File: src/rtl/fma_pkg.sv
// Shared types and default widths for the fma16 multiply/add slice.
package fma_pkg;

  localparam int FMA_NF = 10;
  localparam int FMA_NE = 5;
  localparam int BIAS   = 2**(FMA_NE-1) - 1;
  localparam int SIG_W  = FMA_NF + 1;
  localparam int PROD_W = 2*FMA_NF + 2;
  localparam int PEXP_W = FMA_NE + 2;

  typedef enum logic [1:0] {
    IDLE = 2'd0,
    MUL  = 2'd1,
    DONE = 2'd2
  } state_t;

endpackage

File: src/rtl/fmamul_seq.sv
// Radix-2 shift-and-add significand multiplier feeding fmaadd; NF+3 cycles per op, no overlap.
// FMAMUL_EARLY_ZERO_EN: zero operands bypass the iteration and return p_fract=0 after 2 cycles.
module fmamul_seq
  import fma_pkg::*;
#(
  parameter int NF = FMA_NF,
  parameter int NE = FMA_NE
) (
  input  logic                clk,
  input  logic                reset,
  input  logic                in_valid,
  output logic                in_ready,
  input  logic [NE+NF:0]      x,
  input  logic [NE+NF:0]      y,
  input  logic                mul,
  output logic                out_valid,
  input  logic                out_ready,
  output logic                p_sign,
  output logic [NE+1:0]       p_exp,
  output logic [2*NF+1:0]     p_fract,
  output logic                x_zero,
  output logic                y_zero
);

  localparam int SW = NF + 1;
  localparam int PW = 2*NF + 2;
  localparam int EW = NE + 2;
  localparam int CW = $clog2(NF + 1);
  localparam logic [EW-1:0] EBIAS = EW'(2**(NE-1) - 1);

  state_t          r_state;
  logic [SW-1:0]   r_mcand;
  logic [SW-1:0]   r_mplier;
  logic [PW-1:0]   r_acc;
  logic [CW-1:0]   r_cnt;
  logic            r_pend;
  logic            r_out_vld;
  logic            r_sign;
  logic [EW-1:0]   r_exp;
  logic [PW-1:0]   r_fract;
  logic            r_xz;
  logic            r_yz;

  logic            w_xz;
  logic            w_yz;
  logic            w_skip;
  logic [EW-1:0]   w_yexp;
  logic [SW-1:0]   w_mplier;
  logic [PW-1:0]   w_addend;

  assign w_xz     = (x[NE+NF-1:0] == '0);
  assign w_yz     = mul & (y[NE+NF-1:0] == '0);
  assign w_yexp   = mul ? {2'b00, y[NE+NF-1:NF]} : EBIAS;
  assign w_mplier = mul ? {1'b1, y[NF-1:0]} : {1'b1, {NF{1'b0}}};
  assign w_addend = r_mplier[r_cnt] ? (PW'(r_mcand) << r_cnt) : '0;

`ifdef FMAMUL_EARLY_ZERO_EN
  assign w_skip = w_xz | w_yz;
`else
  assign w_skip = 1'b0;
`endif

  assign in_ready  = (r_state == IDLE);
  assign out_valid = r_out_vld;
  assign p_sign    = r_sign;
  assign p_exp     = r_exp;
  assign p_fract   = r_fract;
  assign x_zero    = r_xz;
  assign y_zero    = r_yz;

  always_ff @(posedge clk or posedge reset) begin
    if (reset) begin
      r_state   <= IDLE;
      r_mcand   <= '0;
      r_mplier  <= '0;
      r_acc     <= '0;
      r_cnt     <= '0;
      r_pend    <= 1'b0;
      r_out_vld <= 1'b0;
      r_sign    <= 1'b0;
      r_exp     <= '0;
      r_fract   <= '0;
      r_xz      <= 1'b0;
      r_yz      <= 1'b0;
    end else begin
      case (r_state)
        IDLE: begin
          if (in_valid) begin
            r_mcand  <= {1'b1, x[NF-1:0]};
            r_mplier <= w_mplier;
            r_acc    <= '0;
            r_cnt    <= '0;
            r_pend   <= 1'b0;
            r_sign   <= x[NE+NF] ^ (mul & y[NE+NF]);
            r_exp    <= {2'b00, x[NE+NF-1:NF]} + w_yexp - EBIAS;
            r_xz     <= w_xz;
            r_yz     <= w_yz;
            r_state  <= w_skip ? DONE : MUL;
          end
        end
        MUL: begin
          r_acc <= r_acc + w_addend;
          r_cnt <= r_cnt + 1'b1;
          if (r_cnt == CW'(NF)) r_state <= DONE;
        end
        DONE: begin
          // Capture the accumulator first, raise out_valid one cycle later.
          if (r_out_vld) begin
            if (out_ready) begin
              r_out_vld <= 1'b0;
              r_state   <= IDLE;
            end
          end else if (r_pend) begin
            r_out_vld <= 1'b1;
            r_pend    <= 1'b0;
          end else begin
            r_fract <= r_acc;
            r_pend  <= 1'b1;
          end
        end
        default: r_state <= IDLE;
      endcase
    end
  end

endmodule

File: config.mk
export PLATFORM = sky130hd
export DESIGN_NAME = fmamul_seq
export DESIGN_NICKNAME = d
export VERILOG_FILES = /design/src/rtl/fma_pkg.sv /design/src/rtl/fmamul_seq.sv
export SDC_FILE = /design/constraint.sdc
export NUM_CORES = 1
export LEC_CHECK = 0
export BUFFER_PORTS_ARGS = -buffer_cell sky130_fd_sc_hd__buf_2
export CAP_MARGIN = 20
export CORE_ASPECT_RATIO = 0.75
export CORE_MARGIN = 10
export CORE_UTILIZATION = 41
export CTS_CLUSTER_DIAMETER = 30
export CTS_CLUSTER_SIZE = 12
export DETAILED_ROUTE_END_ITERATION = 8
export PLACE_DENSITY_LB_ADDON = 0.08
export SLEW_MARGIN = 20
export SYNTH_ARGS = -nofsm -noshare
export SYNTH_HDL_FRONTEND = slang
export SYNTH_SLANG_ARGS = --single-unit
File: constraint.sdc
create_clock -name clk -period 6.1 [get_ports clk]
set_clock_uncertainty 0.1 [all_clocks]
set_input_delay 0.915 -clock clk [delete_from_list [all_inputs] [get_ports clk]]
set_output_delay 0.915 -clock clk [all_outputs]
set_load 0.01 [all_outputs]
==> run metrics, run 1 <==
fill cell count=around 1200; Max Fclk=between 200 and 250 MHz; CP arrival=between 4 and 5 ns; CP required=about 6.2 ns; commonest cells in the synthesized netlist=96 x nand2_1, 83 x dfrtp_1, 32 x ha_1, 32 x nor2_1, 31 x a21oi_1; status=finished, final reports clean; Die Width=~150 um; DR vias=4321; drt first pass iters=5; antenna violations before repair=0; cell taking the most area after synthesis=dfrtp_1; startpoint types=flop; Final Max Tran Viols=0; Hold Fails Final Rpt=0; CTS Buf Count=9; Worst Hold Endpoint=r_mplier[5]$_DFFE_PP0P_; Reg clk slew, reported paths=0.06 ns; Cell variety after synth=56; VDD IR max=approximately 0.19 mV; I/O pin count=71; Power Dens Cells=about 500 nW/um2; # resized after CTS=0; Setup Total Neg Slack=0 ns; Tmin final=4.42 ns; Setup Buffers After CTS=0; DR DRC count=0; hold depth=2; R2R setup slack=approximately 1.7 ns; Synth area leaders=dfrtp_1 40%, ha_1 7.8%, nand2_1 7.0%, mux2_2 5.0%, mux2i_1 3.9%; Initial DRC Count=about 310; Ys Warns=0; Post-synth EDFFs=0; Reg2Reg Depth=14; setup repair after global routing missed its margin=false; Die ar.=about 17000 um2; Synth top area share=40.3%; Avg Cell Area, Syn=between 9 and 10 um2; RR Endpoint=r_acc[16]$_DFFE_PP0P_; Std-Cell Rows=35; Root Buffer=clkbuf_16; Clock Sinks=83; CP Max Fanout=23; core area=~12000 um2; DP HPWL=10.1 mm; metal1 wirelength=7.10 mm; mapped cell area=5150 um2; CTS tree=built; Max Used Layer=met4; Gate Count Post-Synth=approximately 560; r2r startpoint=r_cnt[0]$_DFFE_PP0P_; gpl congestion=between 0.9 and 1; Clock Tree Buf Depth=2; Slew HR=32.7%; layout cell share with drive strength beyond 1=between 20% and 30%; Clk Latency, worst-skew pair=~0.34 ns; total track usage=between 15 and 20%; port bufs=70; Initial Util=between 40% and 50%; predominant post-synthesis flop cell=dfrtp_1; min-delay src=r_mplier[5]$_DFFE_PP0P_; Critical Path End Type=flop; vias in the first global route=between 4000 and 5000; fin crit share=72.5%; Tot Pwr=~3000 uW; FFs w/ async S/R, synth=100%; Max-Cap Viols=0; number of synthesized register bits=83; WL met3=approximately 800 um; Static Leak=0.00288 uW; Clock H-tree levels=3; Via density=about 5.4; worst min path class=reg2reg; GRT Residual Overflow=0; first-pass GRT wire length=22.3 mm; Hold Buf Count CTS=0; Routed Antenna Nets=0; top-count cell post-synth=nand2_1; P&R area growth vs syn=15.9%; nets=between 600 and 700; worst slew pin tran=between 1 and 1.5 ns; Total Wirelength=~13 mm; die height=between 100 and 150 um; number of endpoints failing setup at the final stage=0; Crit Path Class=reg2reg; Seq/Total Area, Yosys=between 40 and 50%; antenna fix cells=0; routed wire length on met2=around 5.4 mm; Avg WL per Cell=about 17 um; syn_nets=~640; largest net degree at the start of global routing=54
[placed cells by master (no fill, tap or decap), types with 20 or more instances in the layout]
| cell type | instances |
|---|---|
| dfrtp_1 | 83 |
| nor2_1 | 32 |
| mux2_2 | 23 |
| mux2i_1 | 20 |
| buf_2 | 70 |
| nand3_1 | 30 |
| o21ai_0 | 26 |
| nand2_1 | 96 |
| ha_1 | 32 |
| a21oi_1 | 31 |
[cells by family (layout without fill, tap and decap cells)]
| kind of cell | count (synthesis) | count (layout) | share of synthesized area [%] |
|---|---|---|---|
| buffers and inverters | 42 | 105 | 3.23 |
| multiplexers | 46 | 46 | 10.0 |
| XOR/XNOR | 22 | 22 | 3.74 |
| flip-flops | 83 | 83 | 40.3 |
| AND/OR/NAND/NOR | 213 | 213 | 18.9 |
| AO/OA/AOI/OAI | 124 | 124 | 15.3 |
| adder cells (fa/ha/maj) | 34 | 34 | 8.55 |
[worst max path at each step]
stage | start | end | slack [ns] | cells past startpoint
floorplan | r_cnt[0]$_DFFE_PP0P_ | r_acc[16]$_DFFE_PP0P_ | 2.79 | 15
global placement | r_cnt[0]$_DFFE_PP0P_ | r_acc[16]$_DFFE_PP0P_ | 1.81 | 14
detailed placement | r_cnt[0]$_DFFE_PP0P_ | r_acc[16]$_DFFE_PP0P_ | 1.73 | 14
CTS | r_cnt[0]$_DFFE_PP0P_ | r_acc[16]$_DFFE_PP0P_ | 1.72 | 14
global route | r_cnt[0]$_DFFE_PP0P_ | r_acc[16]$_DFFE_PP0P_ | 1.42 | 14
finish | r_cnt[0]$_DFFE_PP0P_ | r_acc[16]$_DFFE_PP0P_ | 1.68 | 14
[through the flow]
stage	worst slack (ns)	instances	utilization, %	area [um2]	hold slack, ns
2_1_floorplan	2.79	564	-	5150	0.333
3_3_place_gp	1.81	777	45.9	5640	0.353
3_5_place_dp	1.73	777	45.9	5640	0.360
4_1_cts	1.72	793	48.5	5970	0.376
5_1_grt	1.42	793	48.5	5970	0.383
6_report	1.68	793	48.5	5970	0.368
[metal layers]
metal	track usage (%)	up-vias
li1	-	2137
met1	23.9	2062
met2	22.0	106
met3	3.88	16
met4	3.59	0
met5	0	-
[worst max-delay path: stages, from the launching register on]
cell      delay, ns
dfrtp_1        0.93
mux4_2         0.62
mux2i_1        0.17
or2_1          0.38
nor2_1         0.11
ha_1           0.26
inv_1          0.09
fa_1           0.19
nand2b_1       0.16
a21oi_2        0.10
a211oi_2       0.36
o221ai_2       0.22
a311oi_2       0.35
xor2_1         0.17
o21ai_1        0.07
[registers in the layout (all words and copies together), names as in the netlist]
signal	flops
r_pend	1
r_cnt	4
x_zero	1
r_acc	22
y_zero	1
r_mplier	10
p_sign	1
p_exp	7
r_mcand	11
p_fract	22
out_valid	1
r_state	2
[final cells by class]
class / count / area (um2) / area share [%]
clock buffers: 9 / 225 / 3.77
flip-flops and latches: 83 / 2080 / 34.8
clock inverters: 7 / 100 / 1.68
repair buffers: 75 / 388 / 6.50
well taps: 166 / 208 / 3.48
multi-input cells: 439 / 2920 / 48.9
inverters: 14 / 53.8 / 0.901
[power breakdown]
part	leakage (uW)	switching, uW	internal (uW)	total, uW
combinational	0.00166	827	570	1400
sequential	0.00107	227	770	997
clock	0.000149	232	361	594
total	0.00288	1290	1700	2990
Power figures use the tool's default switching activity.
==> run 2, diff against run 1 <==
clock period = 4.1 ns   (was 6.1 ns; I/O delays follow)
==> run metrics, run 2 (synthesis results as in run 1) <==
I/O pin count=71 (unchanged); Post-Place Cell Area=5700 um2 (was 5640 um2); Slew HR=37.1% (was 32.7%); number of endpoints failing setup at the final stage=0 (unchanged); CTS tree=built (unchanged); DP HPWL=10.9 mm (was 10.1 mm); worst min path class=in2async (was reg2reg); Die ar.=17500 um2 (unchanged); Clk Latency, worst-skew pair=0.34 ns (about the same); Die Width=149 um (unchanged); Initial Util=41.9% (unchanged); Initial DRC Count=316 (was 311); VDD IR max=0.317 mV (was 0.186 mV); Clock Sinks=83 (unchanged); Avg WL per Cell=17.4 um (was 16.9 um); antenna violations before repair=0 (unchanged); core area=12300 um2 (unchanged); r2r startpoint=r_cnt[0]$_DFFE_PP0P_ (unchanged); Hold Buf Count CTS=0 (unchanged); nets=700 (was 693); fill cell count=1170 (was 1190); Final Max Tran Viols=0 (unchanged); pre-CTS setup slack=0.305 ns (was 1.73 ns); Reg2Reg Depth=14 (unchanged); Clock H-tree levels=3 (unchanged); Root Buffer=clkbuf_16 (unchanged); Crit Path Class=reg2reg (unchanged); port bufs=70 (unchanged); antenna fix cells=0 (unchanged); most frequent cells in the layout=96 x nand2_1, 83 x dfrtp_1, 70 x buf_2, 32 x nor2_1, 32 x ha_1 (unchanged); R2R setup slack=0.43 ns (was 1.68 ns); P&R area growth vs syn=16.7% (was 15.9%); layout cell share with drive strength beyond 1=21.1% (was 20.3%); Reg clk slew, reported paths=0.06 ns (about the same); CP required=4.21 ns (was 6.20 ns); RR Endpoint=r_acc[19]$_DFFE_PP0P_ (was r_acc[16]$_DFFE_PP0P_); Via density=5.48 (was 5.45); fin cells=800 (was 793); CTS Buf Count=9 (unchanged); Max-Cap Viols=0 (unchanged); status=finished, final reports clean (unchanged); largest net degree at the start of global routing=38 (was 54); Routed Antenna Nets=0 (unchanged); DR DRC count=0 (unchanged); fin crit share=89.5% (was 72.5%); Static Leak=0.00292 uW (was 0.00288 uW); Power Dens Cells=745 nW/um2 (was 501 nW/um2); GRT Residual Overflow=0 (unchanged); fin area=6010 um2 (was 5970 um2); CP Max Fanout=19 (was 23); CP arrival=3.79 ns (was 4.53 ns); Clock Tree Buf Depth=2 (unchanged); vias in the first global route=4235 (was 4145); PnR worst setup slack=0.429 ns (was 1.68 ns); Setup Buffers After CTS=0 (unchanged); Setup Total Neg Slack=0 ns (unchanged); Total Wirelength=13.9 mm (was 13.4 mm); DR vias=4387 (was 4321); startpoint types=flop (unchanged); drt first pass iters=5 (unchanged); total track usage=16.3% (was 15.9%); first-pass GRT wire length=22.8 mm (was 22.3 mm); Tmin final=3.67 ns (was 4.42 ns); Std-Cell Rows=35 (unchanged); setup repair after global routing missed its margin=false (unchanged); most common cell after layout, fill and taps aside=nand2_1 (unchanged); Max Fclk=272 MHz (was 226 MHz); gpl congestion=0.976 (was 0.934); placed instance count=784 (was 777); worst slew pin tran=0.941 ns (was 1.01 ns); die height=117 um (unchanged); Hold Fails Final Rpt=0 (unchanged); Critical Path End Type=flop (unchanged)
[run 2: cell count changes in the layout (fill, tap and decap cells not counted), sizes merged]
cell,previous run,this run
buf,75,82
clkbuf,9,13
inv,15,13
bufinv,2,1
clkinvlp,3,2
[run 2: final cells by class]
type / count / area (um2) / share of cell area (%)
multi-input cells: 439 / 2920 / 48.5
clock buffers: 13 / 270 / 4.49
flip-flops and latches: 83 / 2080 / 34.5
repair buffers: 82 / 440 / 7.32
inverters: 14 / 53.8 / 0.895
well taps: 166 / 208 / 3.45
clock inverters: 3 / 45.0 / 0.749
[run 2: per-stage QoR]
stage,hold slack [ns],power [uW],utilization (%)
2_1_floorplan,0.333,2960,-
3_3_place_gp,0.355,3620,46.3
3_5_place_dp,0.356,3640,46.3
4_1_cts,0.103,4500,48.8
5_1_grt,0.116,4870,48.9
6_report,0.101,4480,48.9
[run 2: layer usage]
| metal | vias up | share of wire (%) | global-route usage (%) |
|---|---|---|---|
| li1 | 2144 | - | - |
| met1 | 2102 | 53 | 24.6 |
| met2 | 134 | 40 | 22.8 |
| met3 | 7 | 6.7 | 4.15 |
| met4 | 0 | 0.35 | 3.20 |
| met5 | - | 0 | 0 |
[run 2: how the worst max path moves through the flow]
stage	from	to	slack [ns]	cells past startpoint
after global routing	r_cnt[0]$_DFFE_PP0P_	r_acc[19]$_DFFE_PP0P_	0.09	14
after CTS	r_cnt[0]$_DFFE_PP0P_	r_acc[19]$_DFFE_PP0P_	0.27	12
after global placement	r_cnt[0]$_DFFE_PP0P_	r_acc[18]$_DFFE_PP0P_	0.39	11
after detailed placement	r_cnt[0]$_DFFE_PP0P_	r_acc[19]$_DFFE_PP0P_	0.31	12
after floorplan	r_cnt[0]$_DFFE_PP0P_	r_acc[16]$_DFFE_PP0P_	0.79	15
final	r_cnt[0]$_DFFE_PP0P_	r_acc[19]$_DFFE_PP0P_	0.43	14
[run 2: report_power, final]
| group | switching, uW | total [uW] | internal [uW] |
|---|---|---|---|
| Combinational | 1340 | 2230 | 890 |
| Sequential | 270 | 1420 | 1150 |
| Clock | 310 | 832 | 522 |
| Total | 1920 | 4480 | 2560 |
[run 2: timing repair]
item                                    in CTS  in global routing
hold endpoints to repair                     0                  0
gates resized for setup                      0                  1
endpoints found under the setup margin       0                  3
[run 2: critical path: stages, from the launching register on]
cell and delay (ns):
dfrtp_1 0.44, buf_4 0.30, mux2_2 0.38, o21ai_0 0.26, nor2_1 0.07, a21oi_1 0.18
o22ai_1 0.11, ha_1 0.41, a21oi_1 0.23, o21ai_1 0.10, o211ai_1 0.23, o211ai_1 0.26
a21oi_1 0.25, xor2_1 0.17, o21ai_1 0.07
